### config.mk
export PLATFORM = sky130hd
export DESIGN_NAME = a09_boot_loader
export DESIGN_NICKNAME = d
export VERILOG_FILES = /design/src/rtl/a09_boot_loader_pkg.sv /design/src/rtl/a09_boot_loader_word_assembler.sv /design/src/rtl/a09_boot_loader.sv
export SDC_FILE = /design/constraint.sdc
export NUM_CORES = 1
export LEC_CHECK = 0
export BUFFER_PORTS_ARGS = -buffer_cell sky130_fd_sc_hd__buf_2
export CAP_MARGIN = 10
export CORE_MARGIN = 1
export CORE_UTILIZATION = 50
export DETAILED_ROUTE_END_ITERATION = 10
export PLACE_DENSITY = 0.8
export SLEW_MARGIN = 20
export SYNTH_ARGS = -nofsm -noshare
export SYNTH_HDL_FRONTEND = slang
export SYNTH_SLANG_ARGS = --single-unit
export TNS_END_PERCENT = 100
### constraint.sdc
create_clock -name Clk -period 5 [get_ports Clk]
set_clock_uncertainty 0.1 [all_clocks]
set_input_delay 0.25 -clock Clk [delete_from_list [all_inputs] [get_ports Clk]]
set_output_delay 0.25 -clock Clk [all_outputs]
set_load 0.005 [all_outputs]
### src/rtl/a09_boot_loader_pkg.sv
// Shared constants for the A09 boot loader: FSM encodings, default sync byte, word packing.
// Optional checksum support in the top is controlled by A09_BOOT_CHECKSUM_EN.
package a09_boot_loader_pkg;

  typedef enum logic [2:0] {
    S_IDLE  = 3'd0,
    S_LEN   = 3'd1,
    S_DATA  = 3'd2,
    S_WRITE = 3'd3,
    S_CSUM  = 3'd4,
    S_DONE  = 3'd5,
    S_ERROR = 3'd6
  } state_t;

  localparam logic [7:0] SYNC_BYTE_DEFAULT = 8'hA9;

  function automatic int bytes_per_word(input int data_width);
    return data_width / 8;
  endfunction

endpackage

### src/rtl/a09_boot_loader_word_assembler.sv
// Packs incoming bytes into a DataWidth word, low byte first.
// last_byte flags that the next shift completes a word; word_full marks a completed word.
module a09_boot_loader_word_assembler
  import a09_boot_loader_pkg::*;
#(
  parameter int DataWidth = 16
) (
  input  logic                 Clk,
  input  logic                 Reset,
  input  logic                 clear,
  input  logic                 shift,
  input  logic [7:0]           byte_in,
  output logic [DataWidth-1:0] word,
  output logic                 last_byte,
  output logic                 word_full
);

  localparam int BPW = bytes_per_word(DataWidth);
  localparam int CW  = (BPW > 1) ? $clog2(BPW) : 1;

  logic [CW-1:0]        cnt;
  logic [DataWidth-1:0] word_shifted;

  // New bytes enter at the top so the first byte received ends up in the low lane.
  generate
    if (BPW > 1) begin : g_multi
      assign word_shifted = {byte_in, word[DataWidth-1:8]};
    end else begin : g_single
      assign word_shifted = byte_in;
    end
  endgenerate

  assign last_byte = (cnt == CW'(BPW - 1));

  always_ff @(posedge Clk) begin
    if (Reset || clear) begin
      word      <= '0;
      cnt       <= '0;
      word_full <= 1'b0;
    end else if (shift) begin
      word      <= word_shifted;
      word_full <= last_byte;
      cnt       <= last_byte ? '0 : cnt + 1'b1;
    end
  end

endmodule

### src/rtl/a09_boot_loader.sv
// A09 boot loader: framed byte stream -> program memory words, releases CPU reset on success.
// Define A09_BOOT_CHECKSUM_EN to enable the trailing checksum byte and the Error output.
module a09_boot_loader
  import a09_boot_loader_pkg::*;
#(
  parameter int                   DataWidth = 16,
  parameter int                   AddrWidth = 8,
  parameter logic [AddrWidth-1:0] BaseAddr  = '0,
  parameter logic [7:0]           SyncByte  = SYNC_BYTE_DEFAULT
) (
  input  logic                 Clk,
  input  logic                 Reset,
  input  logic [7:0]           RX_Data,
  input  logic                 RX_Valid,
  output logic                 RX_Ready,
  output logic [AddrWidth-1:0] Mem_Addr,
  output logic [DataWidth-1:0] Mem_Data,
  output logic                 Mem_WE,
  output logic                 CPU_Reset,
  output logic                 Done,
  output logic                 Error,
  output logic [2:0]           dbg_state
);

  // Byte handshake: a byte transfers on a rising Clk edge where RX_Valid and
  // RX_Ready are both high; the sender holds RX_Data until then.

`ifdef A09_BOOT_CHECKSUM_EN
  localparam state_t END_STATE = S_CSUM;
`else
  localparam state_t END_STATE = S_DONE;
`endif

  state_t               state, state_next;
  logic                 accept;
  logic [7:0]           n_words;
  logic [7:0]           index;
  logic [7:0]           index_inc;
  logic [AddrWidth-1:0] mem_addr;
  logic [DataWidth-1:0] asm_word;
  logic                 asm_last;
  logic                 asm_full;
`ifdef A09_BOOT_CHECKSUM_EN
  logic [7:0]           sum;
`endif

  assign accept    = RX_Valid && RX_Ready;
  assign index_inc = index + 8'd1;

  a09_boot_loader_word_assembler #(
    .DataWidth(DataWidth)
  ) u_word_assembler (
    .Clk      (Clk),
    .Reset    (Reset),
    .clear    (state == S_LEN),
    .shift    ((state == S_DATA) && accept),
    .byte_in  (RX_Data),
    .word     (asm_word),
    .last_byte(asm_last),
    .word_full(asm_full)
  );

  always_comb begin
    RX_Ready = 1'b0;
    case (state)
      S_IDLE, S_LEN, S_DATA, S_CSUM, S_ERROR: RX_Ready = 1'b1;
      default:                                RX_Ready = 1'b0;
    endcase
  end

  always_comb begin
    state_next = state;
    case (state)
      S_IDLE:  if (accept && (RX_Data == SyncByte)) state_next = S_LEN;
      S_LEN:   if (accept) state_next = (RX_Data == 8'd0) ? END_STATE : S_DATA;
      S_DATA:  if (accept && asm_last) state_next = S_WRITE;
      S_WRITE: state_next = (index_inc == n_words) ? END_STATE : S_DATA;
`ifdef A09_BOOT_CHECKSUM_EN
      S_CSUM:  if (accept) state_next = (RX_Data == sum) ? S_DONE : S_ERROR;
`endif
      S_DONE:  state_next = S_DONE;
      S_ERROR: if (accept && (RX_Data == SyncByte)) state_next = S_LEN;
      default: state_next = S_IDLE;
    endcase
  end

  always_ff @(posedge Clk) begin
    if (Reset) begin
      state    <= S_IDLE;
      n_words  <= '0;
      index    <= '0;
      mem_addr <= '0;
`ifdef A09_BOOT_CHECKSUM_EN
      sum      <= '0;
`endif
    end else begin
      state <= state_next;
      if ((state == S_LEN) && accept) begin
        n_words <= RX_Data;
        index   <= '0;
`ifdef A09_BOOT_CHECKSUM_EN
        sum     <= '0;
`endif
      end
      if ((state == S_DATA) && accept) begin
`ifdef A09_BOOT_CHECKSUM_EN
        sum <= sum + RX_Data;
`endif
        // Address is captured as the word completes so it is stable for the WRITE cycle.
        if (asm_last) mem_addr <= BaseAddr + AddrWidth'(index);
      end
      if (state == S_WRITE) index <= index_inc;
    end
  end

  assign Mem_WE    = (state == S_WRITE) && asm_full;
  assign Mem_Addr  = mem_addr;
  assign Mem_Data  = asm_word;
  assign CPU_Reset = (state != S_DONE);
  assign Done      = (state == S_DONE);
`ifdef A09_BOOT_CHECKSUM_EN
  assign Error     = (state == S_ERROR);
`else
  assign Error     = 1'b0;
`endif
  assign dbg_state = state;

endmodule

# Word-level counts from Yosys, hierarchy flattened
# Index checks and enable logic that the tools add are counted.
[word_totals]
ff_bits = 45
word_cells = 45
[op_classes]
addsub = 2
eq_ne = 12
muxes = 10
reduce_logical = 14
[op_table]
columns = ["cell", "n"]
rows = [
  ["two-way mux 8 bit", 2],
  ["two-way mux 3 bit", 5],
  ["one-hot mux 3 bit (5 select lines)", 1],
  ["equality test 3 bit, second input constant", 3],
  ["adder 8 x 1 -> 8 bit, second input constant", 1],
  ["equality test 8 bit", 1],
  ["equality test 8 bit, second input constant", 1],
  ["zero test 8 bit", 1],
  ["equality test 3 x 2 -> 1 bit, second input constant", 2],
  ["logical AND 1 bit", 6],
  ["OR reduction 5 bit", 1],
  ["inequality test 2 bit, second input constant", 2],
  ["equality test 3 x 1 -> 1 bit, second input constant", 1],
  ["zero test 3 bit", 1],
  ["inequality test 3 bit, second input constant", 1],
  ["AND reduction 3 bit", 1],
  ["two-way mux 1 bit", 2],
  ["inequality test 2 x 1 -> 1 bit, second input constant", 1],
  ["AND reduction 2 bit", 1],
  ["nonzero test 2 bit", 1],
  ["OR reduction 2 bit", 1],
  ["adder 1 bit, second input constant", 1],
  ["logical OR 1 bit", 1],
]

# Logic depth before layout (Yosys ltp)
# Gate-level depths: netlist (run 1).
[logic_depth]
depth_word = 7
ltp_mapped = 7

# Cells and area by module
# A second synthesis (run 1) with hierarchy kept.
[hier_totals]
cells_unflattened = 268
hier_area_um2 = 2278.4
[modules_own_cells]
columns = ["mod", "n_inst", "cells_each", "area_each_um2"]
rows = [
  ["a09_boot_loader", 1, 209, 1612.8],
  ["a09_boot_loader_word_assembler", 1, 59, 665.6],
]

# Worst setup path after synthesis (run 1)
# No wires, ideal clock.
[synth_path]
path_type = "reg-to-reg"
startpoint = "register index[1]"
endpoint = "register state[1], in the netlist dbg_state[1]"
setup_time_ns = 0.115
t_arrival_ns = 1.550
setup_slack_ns = 3.235
stages_incl_launch_ff = 7
path_cell_list = "dfxtp_1 ha_1 and3_1 xnor2_1 nor4_1 o2111ai_1 o21a_1"
[synth_between]
elab_chain_cells = 4
[synth_rtl]
columns = ["element", "line", "rtl"]
rows = [
  ["from (decl)", "a09_boot_loader.sv:37", "logic [7:0] index;"],
  ["from (signal assigned)", "a09_boot_loader.sv:112", "if (state == S_WRITE) index <= index_inc;"],
  ["adder 8 x 1 -> 8 bit", "a09_boot_loader.sv:48", "assign index_inc = index + 8'd1;"],
  ["equality test 8 bit", "a09_boot_loader.sv:77", "S_WRITE: state_next = (index_inc == n_words) ? END_STATE : S_DATA;"],
  ["two-way mux 3 bit", "a09_boot_loader.sv:77", ""],
  ["one-hot mux 3 bit (5 select lines)", "a09_boot_loader.sv:73", "case (state)"],
  ["to (signal assigned)", "a09_boot_loader.sv:97", "state <= state_next;"],
  ["to (decl)", "a09_boot_loader.sv:34", "state_t state, state_next;"],
]
# Every way passes these cells.
# A chain may end at the register's enable or synchronous reset.

# Worst setup path in the final report (run 1)
[layout_path]
startpoint = "register index[0]"
endpoint = "register state[1], in the netlist dbg_state[1]"
# The elaborated chain is that of the path after synthesis.

==> results of run 1 <==
critical path, cell delays in order (launching register included):
cell,delay [ps]
dfxtp_1,520
ha_1,300
and3_1,210
xnor2_1,80
nor4_1,270
o2111ai_1,250
o21a_1,250
worst min-delay path by stage:
stage                                      to  slack (ps)  cells past startpoint
floorplan                          n_words[0]         290                      2
global placement                  Mem_Addr[7]         340                      2
detailed placement                Mem_Addr[5]         350                      2
CTS                                n_words[6]          90                      3
global route        u_word_assembler.word[12]         100                      3
finish              u_word_assembler.word[15]         100                      3
power by group through the flow:
stage	logic, W	clock network [W]	registers, W
6_report	0.0000351	0.000236	0.000366
5_1_grt	0.0000387	0.000262	0.000367
4_1_cts	0.0000351	0.000241	0.000366
3_5_place_dp	0.0000346	0	0.000375
3_3_place_gp	0.0000344	0	0.000375
2_1_floorplan	0.0000222	0	0.000373
per-stage QoR:
stage	worst slack, ps	power (W)	utilization, %	std cells	hold WS, ps
after floorplan	3235	0.0003955	-	267	286.0
after global placement	2982	0.0004089	59.19	340	339.5
after detailed placement	2947	0.0004093	59.19	340	345.3
after CTS	2924	0.0006421	61.68	348	89.06
after global routing	2731	0.0006677	61.68	348	102.7
final	2919	0.0006376	61.68	348	100.9
cell families after synthesis:
kind of cell               count (synthesis)  share of synthesized area (%)
and+or+nand+nor                          123                          27.60
DFF                                       45                          44.36
AOI/OAI and AO/OA                         63                          17.19
xor gates and xnor gates                  13                          5.607
other                                      1                         0.1847
adders and majority gates                  1                         0.6160
buffers and inverters                     21                          4.436
layout by cell type (no fill, tap or decap), types with 2 or more instances in the layout:
cell type / n
clkbuf_8: 5
o21ai_1: 7
inv_1: 2
a31oi_1: 3
and3_1: 3
xor2_1: 4
nand3_1: 12
nor2b_1: 3
a21oi_1: 45
dfxtp_1: 45
xnor2_1: 9
inv_6: 2
buf_4: 2
nand2b_1: 5
nand4_1: 3
nor3_1: 3
nor2_1: 18
buf_2: 41
nor4_1: 6
nand2_1: 64
metal layers:
metal  up-vias  GRT usage (%)
met3         8          5.903
met1       904          30.73
met4         0          10.87
li1        973              -
met5         -              0
met2        61          35.59
registers in the layout, summed over array words and instances (netlist names):
register and cells:
n_words 8, u_word_assembler.last_byte 1, Mem_Addr 8, u_word_assembler.word_full 1, dbg_state 3, u_word_assembler.word 16
index 8
area by class of cell:
cell class | count | area, um2 | share of cell area, %
Multi-Input combinational cell | 201 | 1040 | 44.70
Tap cell | 48 | 60.06 | 2.582
Clock buffer | 5 | 68.82 | 2.959
Inverter | 3 | 11.26 | 0.4841
Sequential cell | 45 | 900.9 | 38.73
Clock inverter | 3 | 25.02 | 1.076
Timing Repair Buffer | 43 | 220.2 | 9.467
==> impl_metrics.py, run 1 <==
metrics = {
    "worst_setup_path": {
        "cp-endpoint": "dbg_state[1]",
        "worstPathRequired_ps": 5110,
        "r2r_start": "index[0]",
        "rrSetupSlack_ps": 2920,
        "cp-startpoint": "index[0]",
        "cp-start-kind": "flip-flop",
        "crit_arrival_ps": 2190,
        "critPathMaxFanout": 9,
        "reg2reg_to": "dbg_state[1]",
        "cp-end-kind": "flip-flop",
        "critPathKind": "reg -> reg",
        "reg2reg_depth": 6,
    },
    "clock_network": {
        "cts_tree": "yes",
        "postCtsHoldBufs": 0,
        "cts_max_path_buffers": 2,
        "post-cts-setup-buffer-count": 0,
        "cts_resized": 0,
        "clock_latency_ps": 300,
        "path_clk_slew_ps": 100,
        "htree_levels": 2,
        "cts_sinks": 45,
        "cts_inserted_buffers": 5,
        "cts-root-buf": "clkbuf_8",
    },
    "hold_path": {
        "holdCritStartpoint": "RX_Data[7]",
        "hp-class": "in -> reg",
    },
    "placed_design": {
        "numPortBuffers": 41,
        "place_congestion": 0.9271,
        "placed_cell_area_um2": 2232,
        "hpwl_mm": 3.187,
    },
    "sta": {
        "drv_slew": 0,
        "slew-limit-headroom_pct": 55.52,
        "rsz0062_at_grt": "false",
        "setup_viol": 0,
        "fin_crit_ps": 2081,
        "worst_slew_pin_slew_ps": 661.1,
        "final-hold-violation-count": 0,
        "period_share_pct": 41.62,
        "fmax_mhz": 480.6,
        "tns_ps": 0,
    },
    "synth": {
        "yosysTopAreaCell": "dfxtp_1",
        "ys_top_cells_by_count": "64 x nand2_1, 45 x a21oi_1, 45 x dfxtp_1, 18 x nor2_1, 12 x nand3_1",
        "synth_top_area_share_pct": 44.36,
        "syn-num-nets": 279,
        "async_flop_share_pct": 0,
        "yosys_warnings": 0,
        "synth-seq-cells": 45,
        "synth_cell_type_count": 37,
        "synth_area_leaders": "dfxtp_1 44%, nand2_1 12%, a21oi_1 11%",
        "synth_area_um2": 2031,
        "synthCells": 267,
        "syn_avg_cell_area_um2": 7.606,
        "synthMostInstantiatedCell": "nand2_1",
        "yosysSeqAreaShare_pct": 44.36,
        "synth_edf_count": 0,
        "ys.flop_type": "dfxtp_1",
    },
    "grt": {
        "antenna_found_initial": 0,
        "first_global_vias": 1657,
        "globalRouteTotalUtil_pct": 23.41,
        "overflow": 0,
        "grt_max_degree": 30,
        "grt_first_pass_wirelength_mm": 7.603,
    },
    "job": {
        "maxCapViolations": 0,
    },
    "power_and_ir_drop": {
        "power.internal_w": 0.0004757,
        "p_leak_nw": 0.8808,
        "peakVddDrop_mv": 0.1259,
        "comb_power_share_pct": 5.5,
        "p_per_area_nw_per_um2": 274.1,
        "p_sw_w": 0.0001619,
        "pwr-share-clk_pct": 37.0,
        "p_seq_share_pct": 57.5,
        "p_sw_share_pct": 25.40,
    },
    "floorplanning": {
        "rows": 22,
        "start_util_pct": 53.85,
        "core_area_um2": 3771,
        "die-area_um2": 4320,
        "die_x_um": 65.73,
        "num_io_pins": 43,
        "dieHeight_um": 65.73,
    },
    "routing": {
        "drtIter0Drc": 133,
        "via_per_inst": 5.592,
        "drt-total-wl_mm": 4.572,
        "wl_met3_um": 259,
        "drcViolationCount": 0,
        "drtPass1Iterations": 4,
        "dr.max_layer_used": "met4",
        "via_count": 1946,
        "ant_nets": 0,
        "m1WireLength_mm": 2.173,
        "met2_length_mm": 2.050,
        "wl_per_cell_um": 13.14,
    },
    "final_layout": {
        "insertedDiodeCount": 0,
        "fillers": 353,
        "drive_gt1_share_pct": 18.00,
        "final_net_count": 311,
        "area_growth_pct": 14.54,
        "fin_area_um2": 2326,
    },
    "outcome": {
        "status": "finished clean",
    },
}
(Power assumes the default switching activity.)
==> run 2: changes to the inputs <==
==> constraint.sdc (replaced) <==
create_clock -name Clk -period 2 [get_ports Clk]
set_clock_uncertainty 0.1 [all_clocks]
set_input_delay 0.1 -clock Clk [delete_from_list [all_inputs] [get_ports Clk]]
set_output_delay 0.1 -clock Clk [all_outputs]
set_load 0.005 [all_outputs]
==> impl_metrics.py, run 2 (synthesis gave the netlist of run 1 again) <==
metrics = {
    "hold_path": {
        "holdCritStartpoint": "Reset",
        "hp-class": "in -> reg",
        "min_to": "index[3]",
        "hold_depth": 2,
    },
    "final_layout": {
        "top_register": "u_word_assembler.word",
        "final_net_count": 332,
        "drive_gt1_share_pct": 21.56,
        "largest_reg_flops": 16,
        "area_growth_pct": 24.65,
        "layout_commonest_cell": "nand2_1",
        "instances_no_fill": 368,
        "final_cell_mix": "64 x nand2_1, 45 x a21oi_1, 43 x dfxtp_1, 41 x buf_2, 17 x nor2_1",
        "insertedDiodeCount": 0,
    },
    "placed_design": {
        "numPortBuffers": 41,
        "hpwl_mm": 3.440,
        "place_inst": 353,
        "place_congestion": 0.9173,
    },
    "routing": {
        "drtIter0Drc": 192,
        "drtPass1Iterations": 5,
        "drt-total-wl_mm": 4.954,
        "ant_nets": 0,
        "wl_met3_um": 302,
        "met2_length_mm": 2.304,
        "via_count": 2000,
        "wl_per_cell_um": 13.46,
        "m1WireLength_mm": 2.273,
        "via_per_inst": 5.435,
        "drcViolationCount": 0,
        "dr.max_layer_used": "met4",
    },
    "power_and_ir_drop": {
        "p_per_area_nw_per_um2": 667.7,
        "p_leak_nw": 0.9923,
        "peakVddDrop_mv": 0.4301,
    },
    "sta": {
        "slew-limit-headroom_pct": 61.02,
        "period_share_pct": 91.91,
        "rsz0062_at_grt": "false",
        "setup_viol": 0,
        "fmax_mhz": 544.0,
        "fin_crit_ps": 1838,
        "tns_ps": 0,
        "drv_slew": 0,
        "final-hold-violation-count": 0,
        "worst_slew_pin_slew_ps": 582.6,
    },
    "floorplanning": {
        "die_x_um": 65.73,
        "die-area_um2": 4320,
        "dieHeight_um": 65.73,
        "start_util_pct": 53.85,
        "rows": 22,
        "num_io_pins": 43,
        "core_area_um2": 3771,
    },
    "clock_network": {
        "clock_latency_ps": 300,
        "cts_sinks": 45,
        "cts_max_path_buffers": 2,
        "cts_inserted_buffers": 5,
        "cts_tree": "yes",
        "cts-root-buf": "clkbuf_8",
        "htree_levels": 2,
        "path_clk_slew_ps": 80,
    },
    "worst_setup_path": {
        "critPathMaxFanout": 5,
        "cp-start-kind": "flip-flop",
        "crit_arrival_ps": 1930,
        "reg2reg_to": "dbg_state[1]",
        "rrSetupSlack_ps": 160,
        "critPathKind": "reg -> reg",
        "r2r_start": "index[0]",
        "reg2reg_depth": 6,
        "worstPathRequired_ps": 2100,
        "cp-end-kind": "flip-flop",
    },
    "grt": {
        "first_global_vias": 1799,
        "grt_first_pass_wirelength_mm": 8.362,
        "overflow": 0,
        "globalRouteTotalUtil_pct": 25.69,
        "antenna_found_initial": 0,
        "grt_max_degree": 30,
    },
    "outcome": {
        "status": "finished clean",
    },
    "job": {
        "maxCapViolations": 0,
    },
}
run 2: worst max-delay path, cell delays in order (launching register included):
cell       delay, ps
dfxtp_2          350
ha_1             220
and3_1           210
xnor2_1          130
nor4_1           270
o2111ai_1        220
o21a_1           240
run 2: per-layer routing:
layer	up-vias	track usage [%]
met1	913	33.97
met2	63	40.05
met3	10	6.424
met5	-	0
li1	1014	-
met4	0	9.239
run 2: metrics by stage:
stage / area (um2) / util, % / hold WS [ps] / total power [W] / worst slack [ps]
3_5_place_dp: 2342 / 62.11 / 272.1 / 0.001036 / 126.1
2_1_floorplan: 2031 / - / 136.0 / 0.0009888 / 235.0
4_1_cts: 2526 / 66.99 / 154.5 / 0.001697 / 99.52
6_report: 2531 / 67.12 / 157.1 / 0.001690 / 161.7
3_3_place_gp: 2342 / 62.11 / 268.7 / 0.001036 / 163.9
5_1_grt: 2531 / 67.12 / 206.7 / 0.001755 / 26.59
run 2: repair_timing:
action                                 in CTS  in global routing
endpoints found under the hold margin      16                  0
resized for setup                           0                  3
setup endpoints to repair                   0                  3
hold buffers                                8                  0
setup buffers                               0                  0
run 2: where the power goes:
group | switching, W | internal (W)
logic | 0.0000652 | 0.0000504
registers | 0.00000892 | 0.000904
clock network | 0.000299 | 0.000363
run 2: worst max-delay path by stage:
stage          startpoint      endpoint  slack, ps  cells after the start
4_1_cts          index[1]  dbg_state[1]        100                      7
2_1_floorplan    index[1]  dbg_state[1]        230                      6
6_report         index[0]  dbg_state[1]        160                      6
3_5_place_dp     index[1]  dbg_state[1]        130                      7
3_3_place_gp     index[1]  dbg_state[1]        160                      6
5_1_grt          index[1]  dbg_state[1]         30                      7
run 2: area by class of cell:
type / instances / area, um2
Inverter: 3 / 11.26
Clock inverter: 2 / 35.03
Clock buffer: 5 / 68.82
Sequential cell: 45 / 903.4
Multi-Input combinational cell: 201 / 1042
Tap cell: 48 / 60.06
Fill cell: 320 / 1240
Timing Repair Buffer: 64 / 410.4
